==> src/rtl/bf16_pkg.sv <==
// bfloat16 unpack shared types and constants.
// Subnormal handling in bf16_field_decode is selected by the BF16_DENORM_EN macro.
package bf16_pkg;
  localparam int         BIAS    = 127;
  localparam logic [7:0] EXP_MAX = 8'd255;

  typedef struct packed {
    logic       sign;
    logic [7:0] exp;
    logic [6:0] frac;
  } bf16_t;

  // one decoded operand
  typedef struct packed {
    logic       hidden;
    logic       is_zero;
    logic       is_inf;
    logic       is_nan;
    logic [7:0] eff_exp;
  } dec_t;

  // S1 register contents: per-operand decode plus raw fractions
  typedef struct packed {
    logic                sign;
    dec_t [1:0]          dec;
    logic [1:0][6:0]     frac;
  } s1_t;
endpackage

==> src/rtl/bf16_field_decode.sv <==
// Classify one bfloat16 operand and produce its hidden bit and effective exponent.
// BF16_DENORM_EN: subnormals keep hidden=0 with exponent 1; otherwise flushed to zero.
module bf16_field_decode
  import bf16_pkg::*;
(
  input  logic [7:0] exp_i,
  input  logic [6:0] frac_i,
  output dec_t       dec_o
);
  // classification; everything else (incl. flushed subnormals) leaves eff_exp 0
  always_comb begin
    dec_o = '0;
    if (exp_i == EXP_MAX) begin
      dec_o.is_nan = |frac_i;
      dec_o.is_inf = ~|frac_i;
    end else if (exp_i == 8'd0) begin
      if (frac_i == 7'd0) begin
        dec_o.is_zero = 1'b1;
      end else begin
`ifdef BF16_DENORM_EN
        dec_o.eff_exp = 8'd1;
`else
        dec_o.is_zero = 1'b1;
`endif
      end
    end else begin
      dec_o.hidden  = 1'b1;
      dec_o.eff_exp = exp_i;
    end
  end
endmodule

==> src/rtl/bf16_unpack.sv <==
// 2-stage valid/ready unpack of a bfloat16 operand pair for a multiplier.
// S1 holds decoded fields, S2 holds exponent sum, masked mantissas and flags.
// BF16_DENORM_EN (in bf16_field_decode) selects subnormal support.
module bf16_unpack
  import bf16_pkg::*;
#(
  parameter int BIAS  = bf16_pkg::BIAS,
  parameter int EXP_W = 10
) (
  input  logic             clk,
  input  logic             rst_n,
  input  logic             in_valid_i,
  output logic             in_ready_o,
  input  logic [15:0]      op_a_i,
  input  logic [15:0]      op_b_i,
  output logic             out_valid_o,
  input  logic             out_ready_i,
  output logic             sign_o,
  output logic [EXP_W-1:0] exponent_o,
  output logic [7:0]       mant_a_o,
  output logic [7:0]       mant_b_o,
  output logic             zero_o,
  output logic             inf_o,
  output logic             nan_o
);
  bf16_t [1:0] ops;
  dec_t  [1:0] dec;
  s1_t         s1_d, s1_q;
  logic        v1_q, v2_q, en1, en2;

  assign ops[0] = bf16_t'(op_a_i);
  assign ops[1] = bf16_t'(op_b_i);

  genvar g;
  generate
    for (g = 0; g < 2; g++) begin : g_dec
      bf16_field_decode u_dec (
        .exp_i  (ops[g].exp),
        .frac_i (ops[g].frac),
        .dec_o  (dec[g])
      );
    end
  endgenerate

  assign en2        = !v2_q | out_ready_i;
  assign en1        = !v1_q | en2;
  assign in_ready_o = en1;

  // S1 next state
  always_comb begin
    s1_d         = '0;
    s1_d.sign    = ops[0].sign ^ ops[1].sign;
    s1_d.dec     = dec;
    s1_d.frac[0] = ops[0].frac;
    s1_d.frac[1] = ops[1].frac;
  end

  // S2 next state: special-case priority nan > inf > zero, data masked when flagged
  logic             nan_d, inf_d, zero_d, any_sp;
  logic [EXP_W-1:0] exp_d;
  logic [7:0]       ma_d, mb_d;
  always_comb begin
    nan_d  = s1_q.dec[0].is_nan | s1_q.dec[1].is_nan
           | (s1_q.dec[0].is_inf & s1_q.dec[1].is_zero)
           | (s1_q.dec[0].is_zero & s1_q.dec[1].is_inf);
    inf_d  = !nan_d & (s1_q.dec[0].is_inf | s1_q.dec[1].is_inf);
    zero_d = !nan_d & !inf_d & (s1_q.dec[0].is_zero | s1_q.dec[1].is_zero);
    any_sp = nan_d | inf_d | zero_d;
    exp_d  = EXP_W'(s1_q.dec[0].eff_exp) + EXP_W'(s1_q.dec[1].eff_exp) - EXP_W'(BIAS);
    ma_d   = {s1_q.dec[0].hidden, s1_q.frac[0]};
    mb_d   = {s1_q.dec[1].hidden, s1_q.frac[1]};
    if (any_sp) begin
      exp_d = '0;
      ma_d  = '0;
      mb_d  = '0;
    end
  end

  // pipeline registers; each stage holds while its downstream is stalled
  always_ff @(posedge clk or negedge rst_n) begin
    if (!rst_n) begin
      v1_q        <= 1'b0;
      v2_q        <= 1'b0;
      s1_q        <= '0;
      sign_o      <= 1'b0;
      exponent_o  <= '0;
      mant_a_o    <= '0;
      mant_b_o    <= '0;
      zero_o      <= 1'b0;
      inf_o       <= 1'b0;
      nan_o       <= 1'b0;
    end else begin
      if (en1) begin
        v1_q <= in_valid_i;
        if (in_valid_i) s1_q <= s1_d;
      end
      if (en2) begin
        v2_q <= v1_q;
        if (v1_q) begin
          sign_o     <= s1_q.sign;
          exponent_o <= exp_d;
          mant_a_o   <= ma_d;
          mant_b_o   <= mb_d;
          zero_o     <= zero_d;
          inf_o      <= inf_d;
          nan_o      <= nan_d;
        end
      end
    end
  end

  assign out_valid_o = v2_q;
endmodule

==> config.mk <==
export PLATFORM = sky130hd
export DESIGN_NAME = bf16_unpack
export DESIGN_NICKNAME = d
export VERILOG_FILES = /design/src/rtl/bf16_pkg.sv /design/src/rtl/bf16_field_decode.sv /design/src/rtl/bf16_unpack.sv
export SDC_FILE = /design/constraint.sdc
export NUM_CORES = 1
export LEC_CHECK = 0
export CAP_MARGIN = 20
export CORE_UTILIZATION = 45
export CTS_BUF_LIST = sky130_fd_sc_hd__clkbuf_16
export DETAILED_ROUTE_END_ITERATION = 10
export PLACE_DENSITY = 0.72
export SYNTH_ARGS = -nofsm -noshare
export SYNTH_HDL_FRONTEND = slang
export SYNTH_SLANG_ARGS = --single-unit
==> constraint.sdc <==
create_clock -name clk -period 3.18 [get_ports clk]
set_input_delay 0.636 -clock clk [delete_from_list [all_inputs] [get_ports clk]]
set_output_delay 0.636 -clock clk [all_outputs]
set_load 0.05 [all_outputs]
==> results of run 1 <==
## worst min path at each step
stage                         start                        end  slack, ns  cells past startpoint
5_1_grt                       rst_n    out_valid_o$_DFFE_PN0P_       0.36                      2
6_report                      rst_n    out_valid_o$_DFFE_PN0P_       0.31                      2
3_3_place_gp   s1_q[38]$_DFFE_PN0P_       s1_q[38]$_DFFE_PN0P_       0.46                      2
2_1_floorplan                 rst_n  exponent_o[0]$_DFFE_PN0P_       0.34                      0
4_1_cts                       rst_n       s1_q[19]$_DFFE_PN0P_       0.34                      2
3_5_place_dp      nan_o$_DFFE_PN0P_          nan_o$_DFFE_PN0P_       0.47                      2
## state kept, by name (all words and copies together), names as in the netlist
register,cells
exponent_o,10
inf_o,1
mant_a_o,8
mant_b_o,8
nan_o,1
out_valid_o,1
s1_q,39
sign_o,1
v1_q,1
zero_o,1
## cell type report
cell class / count / area share, %
Sequential cell: 71 / 42.1
Inverter: 9 / 0.801
Timing Repair Buffer: 73 / 17.4
Clock inverter: 6 / 2.02
Tap cell: 80 / 2.37
Multi-Input combinational cell: 156 / 29.9
Clock buffer: 9 / 5.34
## layout by cell type (no fill, tap or decap), types with 3 or more instances in the layout
cell type	count
a22o_1	40
clkdlybuf4s50_1	66
nand2_1	13
buf_4	4
nor2_1	6
nand4_1	4
clkbuf_16	9
a21oi_1	4
a21o_1	3
nand2b_1	3
ha_1	15
nor4_1	6
inv_1	9
a32o_1	4
dfrtp_1	71
o21ai_0	10
nand3_1	4
mux2_2	15
## layer usage
layer	vias to the layer above	GRT usage (%)	part of all wire, %
met3	9	5.20	4.3
met4	0	9.09	1.8
met1	1127	26.2	46
met2	51	31.1	48
li1	1084	-	-
met5	-	0	0
## stage by stage
stage	setup WS, ns	cell area (um2)	hold slack, ns
final	0.427	4220	0.315
after global routing	0.383	4220	0.359
after CTS	0.423	4220	0.343
after detailed placement	0.435	3910	0.470
after global placement	0.442	3910	0.459
after floorplan	0.977	3140	0.340
## logic make-up (layout without fill, tap and decap cells)
logic type / after synthesis / in the layout / synth area share, %
compound gates: 71 / 71 / 18.2
xor+xnor: 4 / 4 / 1.12
fa+ha+maj: 16 / 16 / 6.62
buf+inv: 19 / 97 / 3.19
flops: 71 / 71 / 56.6
mux: 16 / 16 / 5.70
simple gates: 49 / 49 / 8.54
## power breakdown
| group | total, mW | internal (mW) | switching (mW) |
|---|---|---|---|
| clock | 1.05 | 0.680 | 0.367 |
| sequential | 1.16 | 1.07 | 0.0924 |
| combinational | 1.06 | 0.427 | 0.631 |
## critical path: cells and delay by family
| kind | cells | cell delay [ns] |
|---|---|---|
| and+or+nand+nor | 1 | 0.19 |
| buffers and inverters | 2 | 1.30 |
==> reports/metrics.cfg, run 1 <==
[worst_setup_path]
cp_cell_sequence=clkdlybuf4s50_1, nand3b_2, clkdlybuf4s50_1
critPathSlowestCell=clkdlybuf4s50_1
cp-endpoint=in_ready_o
r2r_setup_slack_ns=0.83
r2r_cells=7
r2r-end=exponent_o[7]$_DFFE_PN0P_
timing.rr.start=s1_q[15]$_DFFE_PN0P_
cp_common_cell=clkdlybuf4s50_1
cp.arrival_ns=2.12
cp-start-kind=primary input
critPathMaxStageDelay_ns=0.83
cp-end-kind=output pin
worstPathMaxFanout=7
path_class=in -> out
crit_start=out_ready_i
worst-endpoint-required_ns=2.54

[job]
drv_cap=0

[placement]
port_buffers=67
hpwlAfterDp_um=4640
dp.cells=389
routabilityCongestion=0.775

[sta]
fmax_mhz=363
slew_violations=0
setup_tns_ns=0
finalHoldViolations=0
worst_pin_slew_ns=0.815
skew_ns=0.00628
setup_viol=0
fin_crit_sh_pct=86.6
rsz0062_at_grt=no
finalCriticalPeriod_ns=2.75
relSlewSlack_pct=45.5

[cells_and_area]
insertedDiodeCount=0
fin_nets=372
drive_gt1_share_pct=13.3
finalNonFillerCells=404
nFillCells=544
seq_area_um2=1780
syn_to_final_growth_pct=34.4
final_util_pct=62.4
multiInputGateArea_um2=1260

[clock_network]
cts_tree=done
cts_max_path_buffers=2
h-tree-depth=3
cts_buffers=9
cts_sinks=71
clk_pin_slew_ns=0.06
root_buffer=clkbuf_16
cts_resized=0
clkLatencyLatePin_ns=0.33
post_cts.repair.setup_buffers=0
cts_hold_buf=0

[floorplan]
dieArea_um2=7310
rows=30
die_h_um=85.5
num_io_pins=68
start_util_pct=46.4
core_um2=6760
dieWidth_um=85.5

[logic_synthesis]
synth_most_common_cell=dfrtp_1
ys_warn_count=0
synth.avg_cell_area_um2=12.8
synth_area_um2=3140
async_flop_share_pct=100
ys_seq_elements=71
synthTopCellsByArea=dfrtp_1 57%, a22o_1 11%, ha_1 6.0%, mux2_2 5.4%, o21ai_0 1.6%
synth_top_area_share_pct=56.6
syn_inst=246
synth-edff-count=0
syn_nets=298
synth.top_cells.by_count=71 x dfrtp_1, 40 x a22o_1, 15 x ha_1, 15 x mux2_2, 13 x nand2_1
synth_cell_type_count=39
synth_top_area_cell=dfrtp_1
seq_area_frac_synth_pct=56.6
yosys_most_used_dff=dfrtp_1

[detailed_routing]
wl_per_cell_um=16.5
drc=2
routed_wirelength_um=6670
num_vias=2271
dr.pass1.iters=7
drtIter0Drc=148
viasPerCell=5.62
ant_nets=0

[global_routing]
overflow=0
grt_pass1_wl_um=10900
antenna_found_initial=0
grt_usage_pct=19.9
grt_max_degree=72
grt_pass1_vias=2233

[pwr]
p_leak_nw=1.90
power_density_nw_per_um2=774
ir_worst_vdd_mv=0.320
fin_total_pwr_mw=3.26

[run_status]
violations=design-rule violations
status=complete, but fails checks

[hold_path]
worstHoldPathType=in -> async

Power figures use the tool's default switching activity.
==> run 2, diff against run 1 <==
--- a/config.mk
+++ b/config.mk
@@ -6,6 +6,7 @@
 export NUM_CORES = 1
 export LEC_CHECK = 0
 export CAP_MARGIN = 20
+export CORE_MARGIN = 4
 export CORE_UTILIZATION = 45
 export CTS_BUF_LIST = sky130_fd_sc_hd__clkbuf_16
 export DETAILED_ROUTE_END_ITERATION = 10
==> run 2 against run 1 <==
Effect of this change:
- the flow now finishes without violations
- critical path depth did not move
- worst hold slack improved by 0.13 ns
- routed wire length up 4.5%
- highest routed layer unchanged
==> reports/metrics.cfg, run 2 (synthesis gave the netlist of run 1 again) <==
[sta]
slew_violations=0
finalHoldViolations=0
worst_pin_slew_ns=0.886
setup_viol=0
relSlewSlack_pct=40.9
skew_ns=0.00404
rsz0062_at_grt=no
fmax_mhz=365
setup_tns_ns=0
finalCriticalPeriod_ns=2.74
fin_crit_sh_pct=86.1

[cells_and_area]
largest_reg_flops=39
final_cell_mix=71 x dfrtp_1, 66 x clkdlybuf4s50_1, 40 x a22o_1
fin_nets=372
nFillCells=596
final_common_cell=dfrtp_1
final_util_pct=61.0
drive_gt1_share_pct=11.8
top_regs=s1_q (39), exponent_o (10)
insertedDiodeCount=0
seq_area_um2=1780
syn_to_final_growth_pct=32.2
multiInputGateArea_um2=1260
top_register=s1_q

[hold_path]
worstHoldPathType=in -> async

[worst_setup_path]
worstPathMaxFanout=7
worst-endpoint-required_ns=2.54
cp-end-kind=output pin
r2r_cells=7
critPathSlowestCell=clkdlybuf4s50_1
critPathMaxStageDelay_ns=0.83
cp_cell_sequence=clkdlybuf4s50_1, nand3b_2, clkdlybuf4s50_1
cp_common_cell=clkdlybuf4s50_1
cp.arrival_ns=2.10
path_class=in -> out
cp-start-kind=primary input

[global_routing]
grt_pass1_wl_um=11400
antenna_found_initial=0
grt_max_degree=41
grt_usage_pct=17.3
grt_pass1_vias=2308
overflow=0

[pwr]
p_leak_nw=1.86
ir_worst_vdd_mv=0.356
fin_total_pwr_mw=3.06
power_density_nw_per_um2=738

[clock_network]
root_buffer=clkbuf_16
cts_hold_buf=0
h-tree-depth=3
cts_tree=done
cts_sinks=71
clkLatencyLatePin_ns=0.32
post_cts.repair.setup_buffers=0
cts_resized=0
cts_max_path_buffers=2
clk_pin_slew_ns=0.05
cts_buffers=9

[floorplan]
dieWidth_um=91.5
start_util_pct=46.2
core_um2=6790
num_io_pins=68
dieArea_um2=8370
die_h_um=91.5
rows=30

[placement]
hpwlAfterDp_um=5000
routabilityCongestion=0.856
port_buffers=67

[detailed_routing]
ant_nets=0
wl_per_cell_um=16.6
num_vias=2264
dr.pass1.iters=4
drtIter0Drc=104
viasPerCell=5.40
routed_wirelength_um=6970
drc=0

[run_status]
status=completed

[job]
drv_cap=0

==> run 2: cell count changes in the layout (fill, tap and decap cells not counted), sizes merged <==
cell	previous run	this run
bufinv	2	0
clkinv	2	4
clkinvlp	1	0
==> run 2: final cells by class <==
cell class              instances  share of cell area, %
clock buffers                   9                   5.43
clock inverters                 5                  0.453
well taps                      96                   2.90
inverters                       9                  0.815
repair buffers                 73                   17.1
flip-flops and latches         71                   42.9
multi-input cells             156                   30.4
==> run 2: layer usage <==
| layer | up-vias | track usage (%) | routed length [um] |
|---|---|---|---|
| met1 | 1118 | 22.3 | 3190 |
| met2 | 56 | 27.9 | 3330 |
| li1 | 1080 | - | - |
| met3 | 10 | 4.14 | 356 |
| met5 | - | 0 | 0 |
| met4 | 0 | 7.29 | 96 |
==> run 2: final timing paths <==
| path | start | endpoint | slack (ns) |
|---|---|---|---|
| min in group clk | s1_q[38]$_DFFE_PN0P_ | s1_q[38]$_DFFE_PN0P_ | 0.47 |
| hold / removal | rst_n | exponent_o[7]$_DFFE_PN0P_ | 0.44 |
| setup reg to reg | s1_q[15]$_DFFE_PN0P_ | exponent_o[7]$_DFFE_PN0P_ | 0.81 |
| setup / recovery | out_ready_i | in_ready_o | 0.44 |
| hold reg to reg | s1_q[38]$_DFFE_PN0P_ | s1_q[38]$_DFFE_PN0P_ | 0.47 |
| max in group asynchronous | rst_n | s1_q[26]$_DFFE_PN0P_ | 1.95 |
==> run 2: report_power, final <==
group / internal [mW] / switching [mW]
logic: 0.424 / 0.634
registers: 1.07 / 0.0925
clock network: 0.504 / 0.338
==> run 2: per-stage QoR <==
| stage | hold slack, ns | setup slack, ns | cells | instance area [um2] |
|---|---|---|---|---|
| 5_1_grt | 0.502 | 0.397 | 419 | 4150 |
| 2_1_floorplan | 0.340 | 0.977 | 246 | 3140 |
| 4_1_cts | 0.461 | 0.429 | 419 | 4150 |
| 6_report | 0.441 | 0.440 | 419 | 4150 |
| 3_5_place_dp | 0.466 | 0.437 | 405 | 3900 |
| 3_3_place_gp | 0.460 | 0.443 | 405 | 3900 |
==> run 2: worst max-delay path, delay by kind of cell <==
kind / cells / cell delay, ns
buf+inv: 2 / 1.29
simple gates: 1 / 0.18
==> run 3, diff against run 2 <==
--- a/config.mk
+++ b/config.mk
@@ -6,6 +6,7 @@
 export NUM_CORES = 1
 export LEC_CHECK = 0
 export CAP_MARGIN = 20
+export CORE_ASPECT_RATIO = 1.1
 export CORE_MARGIN = 4
 export CORE_UTILIZATION = 45
 export CTS_BUF_LIST = sky130_fd_sc_hd__clkbuf_16
==> run 3 against run 2 <==
Effect of this change:
- via count up 1.8%
- die area barely moved
- power is 9.5% higher
- non-clock buffer count up 1
- count of clock-buffer cells in the layout unchanged
- sequential power about the same
- fmax shrank 0.31%
- combinational power about the same
- clock power rose by 34%
- final area increased by 2.0%
- critical path type unchanged
- largest power group unchanged
- highest routed layer unchanged
==> reports/metrics.cfg, run 3 (synthesis gave the netlist of run 1 again) <==
[clock_network]
root_buffer=clkbuf_16
h-tree-depth=3
post_cts.repair.setup_buffers=0
cts_sinks=71
cts_hold_buf=0
clk_pin_slew_ns=0.05
clkLatencyLatePin_ns=0.33
cts_buffers=9
cts_resized=0
cts_max_path_buffers=2
cts_tree=done

[sta]
skew_ns=0.00745
finalCriticalPeriod_ns=2.75
setup_tns_ns=0
whs_ns=0.302
setup_viol=0
fmax_mhz=364
fin_crit_sh_pct=86.4
slew_violations=0
finalHoldViolations=0
worst_pin_slew_ns=0.552
worst_slack_ns=0.432
relSlewSlack_pct=63.2
rsz0062_at_grt=no

[cells_and_area]
top_regs=s1_q (39), exponent_o (10)
largest_reg_flops=39
final_common_cell=dfrtp_1
top_register=s1_q
final_cell_mix=71 x dfrtp_1, 66 x clkdlybuf4s50_1, 40 x a22o_1
syn_to_final_growth_pct=34.8
final_util_pct=63.4
drive_gt1_share_pct=13.8
fin_nets=373
fin_area_um2=4230
insertedDiodeCount=0

[global_routing]
grt_max_degree=27
antenna_found_initial=0
grt_pass1_wl_um=11700
grt_usage_pct=18.4
grt_pass1_vias=2392
overflow=0

[detailed_routing]
wl_per_cell_um=17.2
ant_nets=0
met2_wirelength_um=3340
drc=0
dr.pass1.iters=4
met1_length_um=3120
drtIter0Drc=85
num_vias=2305
top_layer=met4
met3_length_um=430
routed_wirelength_um=7010
viasPerCell=5.65

[job]
drv_cap=0

[worst_setup_path]
r2r-end=exponent_o[7]$_DFFE_PN0P_
cp-end-kind=output pin
cp-endpoint=in_ready_o
worstPathMaxFanout=7
crit_start=out_ready_i
cp.arrival_ns=2.11
cp-start-kind=primary input
worst-endpoint-required_ns=2.54
timing.rr.start=s1_q[15]$_DFFE_PN0P_
path_class=in -> out
r2r_setup_slack_ns=0.83
r2r_cells=7

[run_status]
status=completed

[floorplan]
start_util_pct=47.0
num_io_pins=68
die_h_um=95.6
rows=31
dieArea_um2=8370
dieWidth_um=87.6
core_um2=6670

[placement]
routabilityCongestion=0.786
port_buffers=67
pre_cts_slack_ns=0.426
dpl_cell_area_um2=3890
hpwlAfterDp_um=5140

[hold_path]
worstHoldPathType=in -> async

[pwr]
power_density_nw_per_um2=792
p_leak_nw=1.91
ir_worst_vdd_mv=0.454

## run 3: changes by cell type in the layout (fill, tap and decap cells not counted), sizes merged
cell and delta:
bufinv +3, clkinv -1, clkinvlp +1, inv -1
buf +1
## run 3: metal layers
metal  vias up  global-route usage (%)
li1       1081                       -
met1      1146                    23.5
met2        68                    29.8
met3        10                    3.80
met4         0                    8.44
met5         -                       0
## run 3: worst min-delay path by stage
stage,cells past startpoint,from,slack (ns),end
floorplan,0,rst_n,0.34,exponent_o[0]$_DFFE_PN0P_
global placement,2,s1_q[38]$_DFFE_PN0P_,0.46,s1_q[38]$_DFFE_PN0P_
detailed placement,2,inf_o$_DFFE_PN0P_,0.47,inf_o$_DFFE_PN0P_
CTS,1,rst_n,0.31,exponent_o[4]$_DFFE_PN0P_
global route,1,rst_n,0.34,s1_q[15]$_DFFE_PN0P_
finish,1,rst_n,0.30,exponent_o[4]$_DFFE_PN0P_
## run 3: final cells by class
type / instances / area [um2]
fillers: 535 / 2440
flip-flops and latches: 71 / 1780
multi-input cells: 156 / 1260
repair buffers: 74 / 718
clock buffers: 9 / 225
clock inverters: 7 / 111
well taps: 82 / 103
inverters: 9 / 33.8
## run 3: metrics by stage
stage | power [mW] | instances
5_1_grt | 3.51 | 408
4_1_cts | 3.39 | 408
3_3_place_gp | 2.22 | 392
2_1_floorplan | 1.87 | 246
6_report | 3.35 | 408
3_5_place_dp | 2.24 | 392
## run 3: power by group
| part | internal (mW) | switching (mW) |
|---|---|---|
| Combinational | 0.425 | 0.634 |
| Clock | 0.760 | 0.372 |
| Sequential | 1.07 | 0.0932 |
| Total | 2.25 | 1.10 |
## run 3: critical path, cell delays in order
cell	delay, ns
clkdlybuf4s50_1	0.46
nand3b_2	0.18
clkdlybuf4s50_1	0.83
